**config.mk**
```make
export PLATFORM = sky130hd
export DESIGN_NAME = bin_to_temporal_enc
export DESIGN_NICKNAME = d
export VERILOG_FILES = /design/src/rtl/bin_to_temporal_enc.sv
export SDC_FILE = /design/constraint.sdc
export NUM_CORES = 1
export LEC_CHECK = 0
export BUFFER_PORTS_ARGS = -buffer_cell sky130_fd_sc_hd__buf_2
export CAP_MARGIN = 0
export CORE_UTILIZATION = 25
export DETAILED_ROUTE_END_ITERATION = 8
export SYNTH_ARGS = -nofsm -noshare
export SYNTH_HDL_FRONTEND = slang
export SYNTH_SLANG_ARGS = --single-unit
```
**constraint.sdc**
```tcl
create_clock -name aclk -period 8.05 [get_ports aclk]
set_input_delay 0.805 -clock aclk [delete_from_list [all_inputs] [get_ports aclk]]
set_output_delay 0.805 -clock aclk [all_outputs]
set_load 0.01 [all_outputs]
```
**src/rtl/bin_to_temporal_enc.sv**
```systemverilog
// Binary-to-temporal encoder: each channel value becomes a pulse whose rising edge
// sits at that phase of a free-running gamma cycle, one frame per gamma cycle.
module bin_to_temporal_enc #(
    parameter int GAMMA_CYCLE_WIDTH = 16,
    parameter int PULSE_WIDTH       = 8,
    parameter int NUM_CHANNELS      = 4,
    localparam int W                = $clog2(GAMMA_CYCLE_WIDTH)
) (
    input  logic                      aclk,
    input  logic                      grst,
    input  logic                      in_valid,
    output logic                      in_ready,
    input  logic [NUM_CHANNELS*W-1:0] in_values,
    input  logic [NUM_CHANNELS-1:0]   in_null,
    output logic [W-1:0]              gamma_phase,
    output logic                      gamma_start,
    output logic [NUM_CHANNELS-1:0]   pulses,
    output logic                      busy
);

    localparam logic [W-1:0] LAST_PHASE = W'(GAMMA_CYCLE_WIDTH - 1);
    localparam logic [W:0]   PW_M1      = (W+1)'(PULSE_WIDTH - 1);

    logic [W-1:0]              phase_next;
    logic                      wrap;
    logic                      handshake;

    logic                      pending_valid, pending_valid_next;
    logic [NUM_CHANNELS*W-1:0] pending_values, pending_values_next;
    logic [NUM_CHANNELS-1:0]   pending_null, pending_null_next;

    logic                      active_valid, active_valid_next;
    logic [NUM_CHANNELS*W-1:0] active_values, active_values_next;
    logic [NUM_CHANNELS-1:0]   active_null, active_null_next;

    logic [NUM_CHANNELS-1:0]   pulses_next;

    assign in_ready    = ~pending_valid;
    assign handshake   = in_valid & ~pending_valid;
    assign wrap        = (gamma_phase == LAST_PHASE);
    assign phase_next  = gamma_phase + W'(1);
    assign gamma_start = (gamma_phase == '0);
    assign busy        = active_valid;

    // At the wrap edge the pending frame is promoted; an empty pending slot lets a
    // frame arriving on that same edge go straight into active.
    always_comb begin
        pending_valid_next  = pending_valid;
        pending_values_next = pending_values;
        pending_null_next   = pending_null;
        active_valid_next   = active_valid;
        active_values_next  = active_values;
        active_null_next    = active_null;

        if (wrap) begin
            if (pending_valid) begin
                active_valid_next  = 1'b1;
                active_values_next = pending_values;
                active_null_next   = pending_null;
                pending_valid_next = 1'b0;
            end else if (handshake) begin
                active_valid_next  = 1'b1;
                active_values_next = in_values;
                active_null_next   = in_null;
            end else begin
                active_valid_next  = 1'b0;
            end
        end else if (handshake) begin
            pending_valid_next  = 1'b1;
            pending_values_next = in_values;
            pending_null_next   = in_null;
        end
    end

    // Windows are evaluated one bit wider so v + PULSE_WIDTH - 1 cannot wrap;
    // since the phase never exceeds the last phase, windows truncate naturally.
    always_comb begin
        pulses_next = '0;
        for (int i = 0; i < NUM_CHANNELS; i++) begin
            pulses_next[i] = active_valid_next && !active_null_next[i] &&
                ({1'b0, phase_next} >= {1'b0, active_values_next[i*W +: W]}) &&
                ({1'b0, phase_next} <= ({1'b0, active_values_next[i*W +: W]} + PW_M1));
        end
    end

    always_ff @(posedge aclk or posedge grst) begin
        if (grst) begin
            gamma_phase    <= '0;
            pending_valid  <= 1'b0;
            pending_values <= '0;
            pending_null   <= '0;
            active_valid   <= 1'b0;
            active_values  <= '0;
            active_null    <= '0;
            pulses         <= '0;
        end else begin
            gamma_phase    <= phase_next;
            pending_valid  <= pending_valid_next;
            pending_values <= pending_values_next;
            pending_null   <= pending_null_next;
            active_valid   <= active_valid_next;
            active_values  <= active_values_next;
            active_null    <= active_null_next;
            pulses         <= pulses_next;
        end
    end

endmodule

```
==> metrics.cfg, run 1 <==
[drt]
wl_per_cell_um=15.4
drtAntennaViolNets=0
drcViolationCount=0
drt-initial-drc-count=63
viasPerCell=4.78
firstDrtPassIters=4
wl_um=7510
vias=2331

[timing]
tightest_slew_ns=1.15
fin_tns_setup_ns=0
skew_ns=0.00417
fin_crit_sh_pct=45.0
setup_viol=0
hold_viol=0
worst_slack_ns=4.43
rsz0062_at_grt=no
maxSlewViolCount=0
fmax_mhz=276
period_needed_ns=3.62
slew_headroom_pct=22.7

[setup_path]
crit_slowest_cell=dfrtp_1
required_ns=8.28
cpPeakStageDelay_ns=0.63
crit_chain=ha_1 > and3_4 > o22ai_1 > a21oi_1 > inv_1 > ha_1 > ha_1 > nor2b_1 > o21a_1 > o21a_1 > o21ai_0 > o221a_2
arrival_ns=3.85
cp_max_fo=22
worst_setup_path_start_kind=register
endpoint_kind=register
crit_type=reg2reg
cp_common_cell=ha_1

[cts]
clock_path_buffers=2
cts_resized=0
clk_latency_ns=0.29
clockRootBuffer=clkbuf_16
cts_buffers=5
ctsHoldBuffers=0
tritoncts=done
cts_sinks=50
post-cts-setup-buffers=0
path_clk_slew_ns=0.07
cts_max_level=2

[placement]
dp_hpwl_um=5460
pre_cts_slack_ns=4.40
port_buffers=33
gp_congestion=0.762

[logic_synthesis]
async_reset_ff_share_pct=100
yosys.cell_types.count=44
synthCells=293
yosysWarnings=0
avgSynthCellArea_um2=10.8
synth_nets=354
yosysSeqAreaShare_pct=39.5
synth_seq_cells=50
synth-main-ff-cell=dfrtp_1
synth_edf_count=0
synth_area_um2=3170

[pwr]
p_comb_share_pct=29.0
p_switching_w=0.000218
power_density_nw_per_um2=203
p_leak_nw=1.62
internal-power_w=0.000513
irDropWorstVdd_uv=79.6
switching_share_pct=29.8
clockPowerShare_pct=29.3
total_power_w=0.000732
seqPwrFrac_pct=41.6

[die]
placementRows=40
start_util_pct=26.0
chipWidth_um=115
fp.coreArea_um2=12200
ios=34
dieArea_um2=13100
die_h_um=115

[layout]
final_nets=380
diodes=0
syn_to_final_growth_pct=14.0
drive_gt1_share_pct=25.6
fillerInstances=1265

[grt]
grt_max_degree=51
grt_pass1_vias=2386
grtUsageTotal_pct=12.4
overflow=0
grt_pass1_wl_um=12600
antenna_found_initial=0

[hold_path]
hp-class=reg2reg

[job]
maxCapViolations=0

[run_status]
outcome=finished clean

-- layer usage --
layer | routed length [um] | global-route usage, %
met2 | 3380 | 18.9
met3 | 323 | 2.22
met5 | 0 | 0
met4 | 46 | 3.64
met1 | 3760 | 17.8
-- registers in the layout, indices dropped and copies added (netlist names) --
name,flops
active_values,16
pending_values,16
active_null,4
gamma_phase,4
pending_null,4
pulses,4
busy,1
pending_valid,1
-- final timing paths --
check | start | to | slack [ns] | cells past startpoint
min | active_values[15] | active_values[15] | 0.51 | 2
max in group asynchronous | grst | pending_values[6] | 6.92 | 3
max | gamma_phase[0] | pulses[1] | 4.43 | 12
max reg2reg | gamma_phase[0] | pulses[1] | 4.43 | 12
min reg2reg | active_values[15] | active_values[15] | 0.51 | 2
min in group asynchronous | grst | pending_values[4] | 0.69 | 3
-- cells by family (layout without fill, tap and decap cells) --
family          after synthesis  after routing  share of synthesized area, %
mux                          20             20                          7.11
xor+xnor                     10             10                          2.77
buf+inv                      36             63                          5.33
flops                        50             50                          39.5
fa+ha+maj                    38             38                          15.0
compound gates               96             96                          21.1
simple gates                 43             43                          9.17
-- through the flow --
step,instances,hold WS [ns],utilization (%),instance area (um^2)
4_1_cts,488,0.510,29.7,3610
3_3_place_gp,480,0.489,28.4,3460
2_1_floorplan,293,0.471,-,3170
6_report,488,0.507,29.7,3610
3_5_place_dp,480,0.493,28.4,3460
5_1_grt,488,0.525,29.7,3610
-- cells in the mapped netlist (2+ instances only) --
master     number  share of area, %
nor2b_1         7               1.4
nor3_2          4               1.3
buf_2           9               1.4
nor3b_1         2              0.47
o21ai_0         8               1.3
a21oi_1        21               3.3
o22a_1          6               1.7
dfrtp_1        50                40
nand3b_1        4              0.95
a21o_1          6               1.4
buf_4           4              0.95
a2bb2oi_1       3              0.83
o21ai_2         3              0.83
a21oi_2         2              0.55
ha_1           38                15
inv_2           2              0.24
mux2_2         20               7.1
o22ai_1        29               5.7
o21a_1          6               1.4
xnor2_1         9               2.5
nand4_4         2               1.3
nand4_1         3              0.59
nor2_1          6              0.71
o221a_2         2              0.71
nand2_1         8              0.95
nand3_1         3              0.47
inv_1          19               2.3
-- cell usage in the layout, fill, tap and decap left out, drive strengths merged --
cell      count
a211oi        1
a21boi        1
a21o          6
a21oi        24
a2bb2oi       3
a31oi         1
and2          1
and3          1
and4          1
buf          34
clkbuf        6
clkinv        1
clkinvlp      1
dfrtp        50
ha           38
inv          21
mux2         20
nand2         8
nand2b        1
nand3         3
nand3b        4
nand4         5
nor2          6
nor2b         7
nor3          4
nor3b         2
o211ai        1
o21a          6
o21ai        13
o221a         3
o22a          6
o22ai        30
o2bb2ai       1
xnor2         9
xor2          1
-- power groups by stage --
| stage | Clock (W) | Combinational [W] | Sequential (W) |
|---|---|---|---|
| global placement | 0 | 0.000206 | 0.000308 |
| floorplan | 0 | 0.000167 | 0.000304 |
| detailed placement | 0 | 0.000215 | 0.000309 |
| CTS | 0.000220 | 0.000215 | 0.000304 |
| global route | 0.000231 | 0.000244 | 0.000308 |
| finish | 0.000215 | 0.000212 | 0.000305 |
-- worst max-delay path, delay by kind of cell, from the launching register on --
family	cells	cell delay (ns)
AOI/OAI and AO/OA	6	1.19
adders and majority gates	3	1.05
DFF	1	0.63
and+or+nand+nor	2	0.57
buffers and inverters	1	0.13
-- cell type report --
type,instances,area [um^2],area share [%]
multi-input cells,207,1750,48.4
well taps,168,210,5.82
inverters,21,78.8,2.18
clock buffers,6,139,3.85
clock inverters,2,12.5,0.347
flip-flops and latches,50,1250,34.7
repair buffers,34,173,4.78
(Power assumes the default switching activity.)
==> run 2: changes to the inputs <==
--- a/config.mk
+++ b/config.mk
@@ -5,6 +5,7 @@
 export SDC_FILE = /design/constraint.sdc
 export NUM_CORES = 1
 export LEC_CHECK = 0
+export ABC_AREA = 1
 export BUFFER_PORTS_ARGS = -buffer_cell sky130_fd_sc_hd__buf_2
 export CAP_MARGIN = 0
 export CORE_UTILIZATION = 25
==> constraint.sdc (replaced) <==
create_clock -name aclk -period 3.32 [get_ports aclk]
set_input_delay 0.332 -clock aclk [delete_from_list [all_inputs] [get_ports aclk]]
set_output_delay 0.332 -clock aclk [all_outputs]
set_load 0.01 [all_outputs]
==> metrics.cfg, run 2 <==
[logic_synthesis]
yosys-top-cells-area=dfrtp_1, ha_1, nand2_1
synthCells=396
yosys.area.top_type=dfrtp_1
yosys.cell_types.count=26
synth_edf_count=0
synth_top_cell_area_share_pct=38.0
avgSynthCellArea_um2=8.32
synth_area_um2=3300
synth_seq_cells=50
synth.most_common_cell=nand2_1
yosys-top-cells-count=nand2_1, inv_1, dfrtp_1
async_reset_ff_share_pct=100
yosysSeqAreaShare_pct=38.0
synth-main-ff-cell=dfrtp_1
yosysWarnings=0
synth_nets=457

[grt]
met1_usage_pct=18.4
grt.met2_usage_pct=19.1
antenna_found_initial=0
grtUsageTotal_pct=12.5
grt_use_met3_pct=2.21
overflow=0
grt_pass1_wl_um=13200
grt_pass1_vias=2600
grt_max_degree=51
grt-busiest-layer=met2

[drt]
drcViolationCount=0
vias=2645
viasPerCell=4.38
wl_um=7780
drt-initial-drc-count=147
firstDrtPassIters=5
wl_per_cell_um=12.9
drtAntennaViolNets=0

[setup_path]
cp_top_family=flip-flops
cpPeakStageDelay_ns=0.70
worst_setup_path_start_kind=register
endpoint_kind=register
arrival_ns=3.03
path_buf_inv=2
required_ns=3.49
cp_max_fo=23
crit_slowest_cell=dfrtp_1
cp_common_cell=nand2_1
crit_type=reg2reg
crit_chain=inv_2 > nand2_1 > o21ai_0 > nand2_1 > nand2_1 > inv_1 > nand3_1 > nand2_1 > ha_1 > nand3_1 > nor2_1 > a21oi_1 > a21oi_2

[timing]
setup_viol=0
maxSlewViolCount=0
rsz0062_at_grt=no
fmax_mhz=351
tightest_slew_ns=1.05
fin_tns_setup_ns=0
fin_crit_sh_pct=85.9
skew_ns=0.00809
hold_viol=0
period_needed_ns=2.85
slew_headroom_pct=30.0

[cts]
path_clk_slew_ns=0.07
clock_path_buffers=2
cts_resized=0
post-cts-setup-buffers=0
clockRootBuffer=clkbuf_16
ctsHoldBuffers=0
tritoncts=done
cts_buffers=5
clk_latency_ns=0.29
cts_max_level=2
cts_sinks=50

[placement]
gp_congestion=0.816
port_buffers=33
dp_hpwl_um=5800

[layout]
largest_registers=active_values: 16 flops, pending_values: 16 flops
final_nets=492
final_util_pct=29.9
final_common_cell=nand2_1
mostFrequentLayoutCells=nand2_1, inv_1, dfrtp_1, ha_1, nand3_1
diodes=0
drive_gt1_share_pct=21.5
syn_to_final_growth_pct=15.3

[pwr]
p_leak_nw=1.99
irDropWorstVdd_uv=204
power_density_nw_per_um2=457

[die]
start_util_pct=25.9
dieArea_um2=13600
die_h_um=117
ios=34
placementRows=41
fp.coreArea_um2=12700
chipWidth_um=117

[hold_path]
hp-class=in2reg

[job]
maxCapViolations=0

[run_status]
outcome=finished clean

run 2: cell types whose count changed after synthesis, sizes merged, moves of 7 or more:
cell / before / now
o22ai: 30 / 0
nor2b: 7 / 0
nand3: 3 / 36
nor2: 6 / 29
nand2: 8 / 119
inv: 21 / 55
run 2: power breakdown:
group          leakage [nW]  internal (W)  switching, W
combinational          1.31      0.000198      0.000281
sequential            0.600      0.000685     0.0000353
clock                0.0770      0.000303      0.000235
total                  1.99       0.00119      0.000551
run 2: per-stage QoR:
stage	cell area, um^2	total power, W	cells	setup WS [ns]	hold slack [ns]
after CTS	3800	0.00175	604	0.472	0.283
after global placement	3640	0.00120	596	0.527	0.461
after floorplan	3300	0.00110	396	0.749	0.439
after detailed placement	3640	0.00121	596	0.483	0.460
after global routing	3800	0.00186	604	0.221	0.296
final	3800	0.00174	604	0.468	0.291
run 2: metal layers:
metal | vias up | wire [um] | part of all wire (%)
met2 | 70 | 3390 | 44
li1 | 1335 | - | -
met4 | 0 | 42 | 0.54
met5 | - | 0 | 0
met3 | 4 | 470 | 6.0
met1 | 1236 | 3870 | 50
run 2: final cells by class:
type	instances	area (um^2)
Fill cell	1369	8920
Timing Repair Buffer	36	188
Multi-Input combinational cell	283	1780
Tap cell	172	215
Sequential cell	50	1250
Clock buffer	6	139
Inverter	55	206
Clock inverter	2	17.5
run 2: cells by family (layout without fill, tap and decap cells):
group	Yosys count	after routing	share of synthesized area, %
simple gates	189	189	26.8
compound gates	35	35	6.15
flops	50	50	38.0
mux	15	15	5.13
fa+ha+maj	38	38	14.4
buf+inv	63	99	7.93
xor+xnor	6	6	1.59
run 2: worst paths after layout:
kind                                 from               end  slack [ns]  depth (start not counted)
setup / recovery            pending_valid         pulses[2]        0.47                         13
hold / removal                 in_null[0]   pending_null[0]        0.29                          2
setup reg to reg            pending_valid         pulses[2]        0.47                         13
hold reg to reg            active_null[2]    active_null[2]        0.48                          2
max in group asynchronous            grst  active_values[8]        2.37                          2
min in group asynchronous            grst   pending_null[1]        0.30                          2
run 2: worst reg2reg max path: cells and delay by family (launching register included):
family                   cells  cell delay (ns)
AO/OA/AOI/OAI                3             0.59
adder cells (fa/ha/maj)      1             0.30
flip-flops                   1             0.70
buffers and inverters        2             0.46
AND/OR/NAND/NOR              7             0.66
